`src/rtl/cpu_clk_ctrl_if.sv`:
```
// Control/status bundle for cpu_clk_ctrl: run/step/divide requests in,
// CPU clock-enable, phase and state reporting out.
interface cpu_clk_ctrl_if #(
    parameter int DIV_W = 8
);
    logic             run;
    logic             step;
    logic             div_ld;
    logic [DIV_W-1:0] div_val;
    logic             cpu_ce;
    logic             cpu_ph;
    logic             busy;
    logic [1:0]       state;
    logic [31:0]      cyc_cnt;

    modport master (
        output run, step, div_ld, div_val,
        input  cpu_ce, cpu_ph, busy, state, cyc_cnt
    );

    modport slave (
        input  run, step, div_ld, div_val,
        output cpu_ce, cpu_ph, busy, state, cyc_cnt
    );
endinterface

```
`src/rtl/cpu_clk_ctrl.sv`:
```
// Run/halt/single-step CPU clock-enable sequencer with programmable period.
// Optional CYCLE_CNT_EN macro adds a 32-bit issued-enable counter on cyc_cnt.
module cpu_clk_ctrl #(
    parameter int DIV_W       = 8,
    parameter int DEFAULT_DIV = 1
) (
    input  logic           clk,
    input  logic           reset_n,
    cpu_clk_ctrl_if.slave  bus
);
    typedef enum logic [1:0] {
        HALT = 2'b00,
        RUN  = 2'b01,
        STEP = 2'b10
    } state_t;

    localparam logic [DIV_W-1:0] DEFAULT_DIV_V = DIV_W'(DEFAULT_DIV);

    state_t           state_reg, state_next;
    logic [DIV_W-1:0] cnt_reg, cnt_next;
    logic [DIV_W-1:0] div_reg, div_next;
    logic [DIV_W-1:0] div_shadow_reg, div_shadow_next;
    logic             ce_reg, ce_next;
    logic             ph_reg, ph_next;
    logic             boundary;

    // Last cycle of an active period; the enable for it appears one clk later.
    assign boundary = (state_reg != HALT) && (cnt_reg == div_reg);

    always_ff @(posedge clk or negedge reset_n) begin
        if (!reset_n) begin
            state_reg      <= HALT;
            cnt_reg        <= '0;
            div_reg        <= DEFAULT_DIV_V;
            div_shadow_reg <= DEFAULT_DIV_V;
            ce_reg         <= 1'b0;
            ph_reg         <= 1'b0;
        end else begin
            state_reg      <= state_next;
            cnt_reg        <= cnt_next;
            div_reg        <= div_next;
            div_shadow_reg <= div_shadow_next;
            ce_reg         <= ce_next;
            ph_reg         <= ph_next;
        end
    end

    always_comb begin
        state_next      = state_reg;
        cnt_next        = cnt_reg;
        div_next        = div_reg;
        div_shadow_next = div_shadow_reg;
        ce_next         = boundary;
        ph_next         = ph_reg ^ ce_reg;

        if (bus.div_ld) begin
            div_shadow_next = bus.div_val;
        end

        case (state_reg)
            HALT: begin
                cnt_next = '0;
                if (bus.div_ld) begin
                    div_next = bus.div_val;
                end
                if (bus.run) begin
                    state_next = RUN;
                end else if (bus.step) begin
                    state_next = STEP;
                end
            end
            RUN: begin
                if (boundary) begin
                    cnt_next = '0;
                    // A load on the boundary itself bypasses the shadow.
                    div_next = bus.div_ld ? bus.div_val : div_shadow_reg;
                    if (!bus.run) begin
                        state_next = HALT;
                    end
                end else begin
                    cnt_next = cnt_reg + 1'b1;
                end
            end
            STEP: begin
                if (boundary) begin
                    cnt_next   = '0;
                    div_next   = bus.div_ld ? bus.div_val : div_shadow_reg;
                    state_next = HALT;
                end else begin
                    cnt_next = cnt_reg + 1'b1;
                end
            end
            default: begin
                state_next = HALT;
                cnt_next   = '0;
            end
        endcase
    end

    assign bus.cpu_ce = ce_reg;
    assign bus.cpu_ph = ph_reg;
    assign bus.busy   = (state_reg != HALT);
    assign bus.state  = state_reg;

`ifdef CYCLE_CNT_EN
    logic [31:0] cyc_cnt_reg;

    always_ff @(posedge clk or negedge reset_n) begin
        if (!reset_n) begin
            cyc_cnt_reg <= '0;
        end else if (ce_reg) begin
            cyc_cnt_reg <= cyc_cnt_reg + 32'd1;
        end
    end

    assign bus.cyc_cnt = cyc_cnt_reg;
`else
    assign bus.cyc_cnt = '0;
`endif

endmodule

```
`src/flat_wrapper.sv`:
```
// flat-port wrapper written by rule: the top's interface ports become plain ports
module cpu_clk_ctrl_flat 
#(
    parameter int DIV_W       = 8,
    parameter int DEFAULT_DIV = 1
)
  (clk, reset_n, bus_run, bus_step, bus_div_ld, bus_div_val, bus_cpu_ce, bus_cpu_ph, bus_busy, bus_state, bus_cyc_cnt);
  cpu_clk_ctrl_if #(.DIV_W(DIV_W)) bus_i ();
  input  logic clk;
  input  logic reset_n;
  input wire logic [$bits(bus_i.run)-1:0] bus_run;
  input wire logic [$bits(bus_i.step)-1:0] bus_step;
  input wire logic [$bits(bus_i.div_ld)-1:0] bus_div_ld;
  input wire logic [$bits(bus_i.div_val)-1:0] bus_div_val;
  output wire logic [$bits(bus_i.cpu_ce)-1:0] bus_cpu_ce;
  output wire logic [$bits(bus_i.cpu_ph)-1:0] bus_cpu_ph;
  output wire logic [$bits(bus_i.busy)-1:0] bus_busy;
  output wire logic [$bits(bus_i.state)-1:0] bus_state;
  output wire logic [$bits(bus_i.cyc_cnt)-1:0] bus_cyc_cnt;
  assign bus_i.run = bus_run;
  assign bus_i.step = bus_step;
  assign bus_i.div_ld = bus_div_ld;
  assign bus_i.div_val = bus_div_val;
  assign bus_cpu_ce = bus_i.cpu_ce;
  assign bus_cpu_ph = bus_i.cpu_ph;
  assign bus_busy = bus_i.busy;
  assign bus_state = bus_i.state;
  assign bus_cyc_cnt = bus_i.cyc_cnt;
  cpu_clk_ctrl #(.DIV_W(DIV_W), .DEFAULT_DIV(DEFAULT_DIV)) u_core (.clk(clk), .reset_n(reset_n), .bus(bus_i));
endmodule
```
`config.mk`:
```
export PLATFORM = sky130hd
export DESIGN_NAME = cpu_clk_ctrl_flat
export DESIGN_NICKNAME = d
export VERILOG_FILES = /design/src/rtl/cpu_clk_ctrl_if.sv /design/src/rtl/cpu_clk_ctrl.sv /design/src/flat_wrapper.sv
export SDC_FILE = /design/constraint.sdc
export NUM_CORES = 1
export LEC_CHECK = 0
export BUFFER_PORTS_ARGS = -buffer_cell sky130_fd_sc_hd__buf_2
export CORE_MARGIN = 4
export CORE_UTILIZATION = 51
export CTS_CLUSTER_SIZE = 28
export DETAILED_ROUTE_END_ITERATION = 10
export HOLD_SLACK_MARGIN = 0.1
export PLACE_DENSITY = 0.79
export SYNTH_ARGS = -nofsm -noshare
export SYNTH_HDL_FRONTEND = slang
export SYNTH_SLANG_ARGS = --single-unit
```
`constraint.sdc`:
```
create_clock -name clk -period 2.5 [get_ports clk]
set_input_delay 0.5 -clock clk [delete_from_list [all_inputs] [get_ports clk]]
set_output_delay 0.5 -clock clk [all_outputs]
set_load 0.01 [all_outputs]
```
==> run_results.csv, run 1 <==
group,metric,value,unit
status,status,"completed",
sta,fmax,505,MHz
sta,tns,0,ns
job,maxCapViolCount,0,
die,die_w,66.1,um
detailed_routing,drc,0,
clocking,cts.sinks,28,
synthesis,yosysTopAreaCell,"dfrtp_1",
worst_setup_path,critPathMaxStageDelay,0.46,ns
sta,hold_viol_final,0,
pwr,seq_power_share,40.9,%
clocking,cts_buffer_depth,2,
cells_and_area,instances_no_fill,225,
place,dp_hpwl,2310,um
cells_and_area,final_nets,200,
worst_setup_path,startpoint_type,"flip-flop",
worst_setup_path,cp_slowest_cell,"dfrtp_1",
pwr,switchingPower,731,uW
clocking,path_clk_slew,0.15,ns
pwr,irDropWorstVdd,0.540,mV
synthesis,ys_ff_latch,28,
synthesis,ys.warnings.count,0,
worst_setup_path,ff2ff_path_depth,6,
sta,setup-violations-final,0,
die,die_h,66.1,um
clocking,post_cts_buffers,0,
die,core-area,3150,um2
place,place_congestion,0.763,
clocking,cts_tree,"built",
worst_setup_path,crit_top_cell,"inv_1",
sta,worstMarginPinSlew,0.605,ns
cells_and_area,multi_input_area,836,um2
pwr,powerDensity,995,nW/um2
detailed_routing,vias,1148,
die,die_area,4370,um2
sta,max_slew_margin,59.6,%
worst_setup_path,r2r_end,"u_core.cnt_reg[4]",
synthesis,synth_edf_count,0,
place,placed_cells_incl_taps,221,
sta,min_period,1.98,ns
detailed_routing,ant_nets,0,
synthesis,synthAdderAreaFrac,3.63,%
cells_and_area,drive_above_1_share,19.3,%
grt,grt_use_total,14.3,%
pwr,clockPowerShare,11.0,%
cells_and_area,final-seq-area,703,um2
clocking,post_cts_resized,0,
synthesis,muxShareOfSynthArea,7.27,%
worst_setup_path,cp_top_family,"flip-flops",
die,start_util,54.6,%
sta,whs,0.160,ns
worst_setup_path,cp_cell_sequence,"inv_1, ha_1, inv_1, buf_2",
synthesis,synth-compound-area-share,6.40,%
synthesis,synth.most_common_cell,"buf_4",
worst_setup_path,reg2reg_slack,0.54,ns
synthesis,synth.top_cells.by_area,"dfrtp_1, buf_4, mux2_2",
worst_setup_path,rr_startpoint,"u_core.bus.state[1]",
synthesis,synth_top_area_share,37.8,%
cells_and_area,diodes,0,
sta,drv_slew,0,
sta,fin_worst_skew,0.00417,ns
cells_and_area,syn_to_final_growth,1.45,%
detailed_routing,wire_per_inst,13.4,um
clocking,root_buffer,"clkbuf_4",
grt,grt_pass1_vias,1082,
synthesis,ys_seq_area_share,40.8,%
pwr,pwr-share-comb,48.1,%
pwr,p_leak,0.812,nW
worst_setup_path,cp.required,2.00,ns
sta,finalCritPeriodShare,79.2,%
grt,grt_pass1_wl,4920,um
detailed_routing,wirelength,3000,um
worst_setup_path,cp.arrival,1.48,ns
pwr,p_total,1.74,mW
synthesis,syn_inst,164,
synthesis,synthSimpleGateAreaFrac,16.6,%
synthesis,yosysUniqueCellTypes,30,
detailed_routing,via_per_inst,5.10,
detailed_routing,drtPass1Iterations,4,
clocking,worst_skew_pair.late_latency,0.32,ns
grt,antenna_found_initial,0,
grt,grt_max_degree,29,
clocking,cts_max_level,1,
synthesis,syn_avg_cell_area,10.5,um2
synthesis,synthXorXnorAreaFrac,7.63,%
synthesis,synth.cells.most_frequent,"buf_4, dfrtp_1, nor2_1",
pwr,swShare,42.0,%
worst_setup_path,end_kind,"output port",
worst_setup_path,cp_max_fo,6,
grt,gr-total-overflow,0,
synthesis,synth_ff_type,"dfrtp_1",
sta,rsz0062_at_grt,"no",
cells_and_area,fillCellCount,271,
place,port_buffers,17,
detailed_routing,drtIter0Drc,34,
worst_setup_path,critical_path_buf_inv_count,3,
worst_setup_path,crit_type,"reg -> out",
clocking,holdBufCountCts,0,
hold_path,worstHoldPathType,"in -> async",
die,io_pins,50,
synthesis,ys_async_sr_fraction,100,%
synthesis,synth_top_family_by_area,"buffers and inverters",
pwr,p_int,1.01,mW
synthesis,synth.cell_area,1720,um2
clocking,numCtsBuffers,3,
die,fp-row-count,20,
-- worst reg2reg max path, stage by stage (launching register included) --
cell and delay (ns):
dfrtp_1 0.46, inv_1 0.11, ha_1 0.28, nor4_4 0.33
buf_4 0.26, nand2b_1 0.31, nor2_1 0.10
-- cells by family after synthesis --
family,Yosys count
compound gates,16
xor+xnor,15
fa+ha+maj,5
buf+inv,44
flops,28
mux,11
other cells,1
simple gates,44
-- power by group through the flow --
stage                     sequential, mW  clock, mW  combinational [mW]
after floorplan                    0.695          0               0.709
after global placement             0.706          0               0.797
after detailed placement           0.721          0               0.831
after CTS                          0.710      0.193               0.835
after global routing               0.729      0.217               0.937
final                              0.712      0.191               0.836
-- worst max-delay path by stage --
stage | startpoint | end | slack, ns | cells past startpoint
after floorplan | u_core.bus.state[1] | u_core.bus.state[1] | 0.56 | 6
after global placement | u_core.bus.state[1] | u_core.cnt_reg[4] | 0.73 | 6
after detailed placement | u_core.bus.state[1] | u_core.cnt_reg[7] | 0.55 | 6
after CTS | u_core.bus.state[1] | bus_busy | 0.51 | 4
after global routing | u_core.bus.state[1] | u_core.cnt_reg[4] | 0.40 | 6
final | u_core.bus.state[1] | bus_busy | 0.52 | 4
-- routing by layer --
| layer | global-route usage, % | vias to the layer above | wire (um) |
|---|---|---|---|
| met4 | 5.58 | 0 | 31 |
| met1 | 18.4 | 561 | 1280 |
| met3 | 2.38 | 6 | 195 |
| met2 | 23.8 | 47 | 1500 |
| met5 | 0 | - | 0 |
| li1 | - | 534 | - |
-- cells in the final DEF (no fill, tap or decap), types with 6 or more instances in the layout --
master	count
buf_2	17
mux2_2	8
nor3b_1	6
nor2_1	9
o22ai_1	8
nand3_1	7
xor2_1	7
nor3_1	6
nand4bb_1	6
dfrtp_1	26
inv_1	7
xnor2_1	8
conb_1	32
-- metrics by stage --
step	setup WS (ns)	cell area, um2	util, %
floorplan	0.557	1840	-
global placement	0.733	1720	54.6
detailed placement	0.552	1720	54.6
CTS	0.509	1750	55.4
global route	0.396	1750	55.4
finish	0.520	1750	55.4
-- cell type report --
cell class	instances	share of cell area, %
Sequential cell	28	40.3
Tap cell	44	3.15
Multi-Input combinational cell	123	47.9
Inverter	7	1.50
Timing Repair Buffer	19	5.73
Clock buffer	4	1.50
Power figures use the tool's default switching activity.
==> run 2, diff against run 1 <==
--- a/config.mk
+++ b/config.mk
@@ -7,11 +7,11 @@
 export LEC_CHECK = 0
 export BUFFER_PORTS_ARGS = -buffer_cell sky130_fd_sc_hd__buf_2
 export CORE_MARGIN = 4
-export CORE_UTILIZATION = 51
+export CORE_UTILIZATION = 46
 export CTS_CLUSTER_SIZE = 28
 export DETAILED_ROUTE_END_ITERATION = 10
 export HOLD_SLACK_MARGIN = 0.1
-export PLACE_DENSITY = 0.79
+export PLACE_DENSITY = 0.75
 export SYNTH_ARGS = -nofsm -noshare
 export SYNTH_HDL_FRONTEND = slang
 export SYNTH_SLANG_ARGS = --single-unit
==> constraint.sdc (replaced) <==
create_clock -name clk -period 1.75 [get_ports clk]
set_input_delay 0.35 -clock clk [delete_from_list [all_inputs] [get_ports clk]]
set_output_delay 0.35 -clock clk [all_outputs]
set_load 0.01 [all_outputs]
==> run 2 against run 1 <==
Effect of this change:
- combinational power increased by 75%
- critical path depth increased by 2
- largest cell class unchanged
- clock power increased by 84%
- die area increased by 9.5%
- register-to-register slack got worse by 0.51 ns
- first-iteration DRC count decreased by 2.9%
- sequential share of layout area decreased by 3.5 points
- critical endpoint is now u_core.bus.state[1]
- clock skew decreased by 0.0025 ns
- power increased by 61%
==> run_results.csv, run 2 (same netlist as run 1, synthesis figures left out) <==
group,metric,value,unit
detailed_routing,drtPass1Iterations,4,
sta,hold_viol_final,0,
detailed_routing,drtIter0Drc,33,
die,fp-row-count,21,
worst_setup_path,crit_type,"reg -> reg",
worst_setup_path,reg2reg_slack,0.03,ns
die,core-area,3470,um2
sta,rsz0062_at_grt,"yes",
grt,grt_max_degree,29,
die,io_pins,50,
detailed_routing,ant_nets,0,
worst_setup_path,critical_path_buf_inv_count,1,
worst_setup_path,cp_top_family,"simple AND/OR/NAND/NOR gates",
grt,use_met1,17.7,%
cells_and_area,mostFrequentLayoutCell,"conb_1",
place,dpl-instance-area,1780,um2
clocking,numCtsBuffers,3,
grt,gr-usage-met2,21.3,%
pwr,powerDensity,1460,nW/um2
grt,antenna_found_initial,0,
grt,grt_pass1_vias,1091,
cells_and_area,drive_above_1_share,26.0,%
sta,setup-violations-final,0,
worst_setup_path,cp_num_cells,6,
worst_setup_path,rr_startpoint,"u_core.div_reg[5]",
grt,grt_use_total,13.1,%
grt,grt_use_met3,3.33,%
clocking,worst_skew_pair.late_latency,0.27,ns
die,die_h,69.2,um
sta,fin_worst_skew,0.00171,ns
detailed_routing,drc,0,
cells_and_area,final_nets,215,
pwr,p_int,1.69,mW
pwr,swShare,39.4,%
place,place_congestion,0.714,
grt,gr-total-overflow,0,
worst_setup_path,cp_cell_sequence,"xnor2_1, nand3_1, nor4_4, buf_4, o21bai_4, mux2_4",
die,start_util,49.6,%
worst_setup_path,ff2ff_path_depth,6,
detailed_routing,wirelength,3140,um
worst_setup_path,cp-endpoint,"u_core.bus.state[1]",
grt,busiest_layer,"met2",
worst_setup_path,cp_slowest_cell,"dfrtp_1",
worst_setup_path,cp.arrival,1.88,ns
status,status,"completed",
place,dp_hpwl,2220,um
cells_and_area,layout_common_cells,"conb_1, dfrtp_1, buf_2",
pwr,pwr-share-comb,52.4,%
hold_path,worstHoldPathType,"in -> reg",
grt,grt_pass1_wl,5240,um
clocking,cts_tree,"built",
clocking,path_clk_slew,0.09,ns
sta,finalCritPeriodShare,98.2,%
pwr,irDropWorstVdd,0.834,mV
worst_setup_path,r2r_end,"u_core.bus.state[1]",
worst_setup_path,critPathMaxStageDelay,0.41,ns
place,port_buffers,17,
sta,min_period,1.72,ns
pwr,clockPowerShare,12.6,%
clocking,cts_max_level,1,
job,maxCapViolCount,0,
detailed_routing,via_per_inst,4.80,
worst_setup_path,critPathLaunch,"u_core.div_reg[5]",
worst_setup_path,cp.required,1.91,ns
die,die_area,4790,um2
sta,drv_slew,0,
pwr,switchingPower,1.10,mW
worst_setup_path,end_kind,"flip-flop",
cells_and_area,diodes,0,
cells_and_area,syn_to_final_growth,11.0,%
pwr,p_leak,0.900,nW
clocking,root_buffer,"clkbuf_8",
cells_and_area,instances_no_fill,242,
clocking,cts.sinks,28,
sta,worstMarginPinSlew,0.616,ns
sta,fmax,582,MHz
pwr,seq_power_share,35.0,%
sta,max_slew_margin,58.9,%
detailed_routing,vias,1161,
clocking,cts_buffer_depth,2,
die,die_w,69.2,um
worst_setup_path,startpoint_type,"flip-flop",
cells_and_area,final_util,55.1,%
worst_setup_path,cp_max_fo,5,
detailed_routing,wire_per_inst,13.0,um
cells_and_area,fin_area,1910,um2
place,placed_cells_incl_taps,229,
==> run 2: changes by cell type in the layout (fill, tap and decap cells not counted), sizes merged <==
cell / change
dlygate4sd3: +1
buf: +14
==> run 2: layer usage <==
| layer | wire, um | up-vias |
|---|---|---|
| met2 | 1510 | 40 |
| met1 | 1390 | 555 |
| met5 | 0 | - |
| li1 | - | 562 |
| met3 | 222 | 4 |
| met4 | 21 | 0 |
==> run 2: timing repair <==
action | CTS | global route
hold endpoints to repair | 15 | 0
hold buffers | 1 | 0
endpoints found under the setup margin | 1 | 10
gates resized for setup | 1 | 3
pin swaps | 0 | 4
gates cloned | 0 | 1
setup buffers | 0 | 7
==> run 2: metrics by stage <==
stage                     setup TNS [ns]  hold slack [ns]  power [mW]  worst slack [ns]
final                                  0            0.340        2.79            0.0320
after global placement                 0            0.395        2.32            0.0758
after global routing              -0.301            0.333        3.02           -0.0599
after detailed placement               0            0.398        2.35            0.0320
after CTS                              0            0.332        2.73            0.0125
after floorplan                   -0.100           0.0544        2.03            -0.100
==> run 2: how the worst min path moves through the flow <==
stage	from	to	cells after the start
3_5_place_dp	reset_n	u_core.div_shadow_reg[2]	1
3_3_place_gp	reset_n	u_core.div_shadow_reg[2]	1
5_1_grt	bus_div_val[1]	u_core.div_shadow_reg[1]	2
6_report	bus_div_val[2]	u_core.div_shadow_reg[2]	2
4_1_cts	bus_div_val[1]	u_core.div_shadow_reg[1]	2
2_1_floorplan	reset_n	u_core.bus.cpu_ce	0
==> run 2: final cells by class <==
class	count	area, um2
fillers	323	1560
multi-input cells	123	860
flip-flops and latches	28	703
repair buffers	34	219
well taps	46	57.6
clock buffers	4	45.0
inverters	7	26.3
==> run 2: power by group through the flow <==
stage	sequential [mW]	clock, mW	combinational, mW
global route	1.00	0.394	1.63
global placement	0.985	0	1.33
floorplan	0.994	0	1.04
finish	0.978	0.352	1.46
detailed placement	0.996	0	1.35
CTS	0.982	0.367	1.38
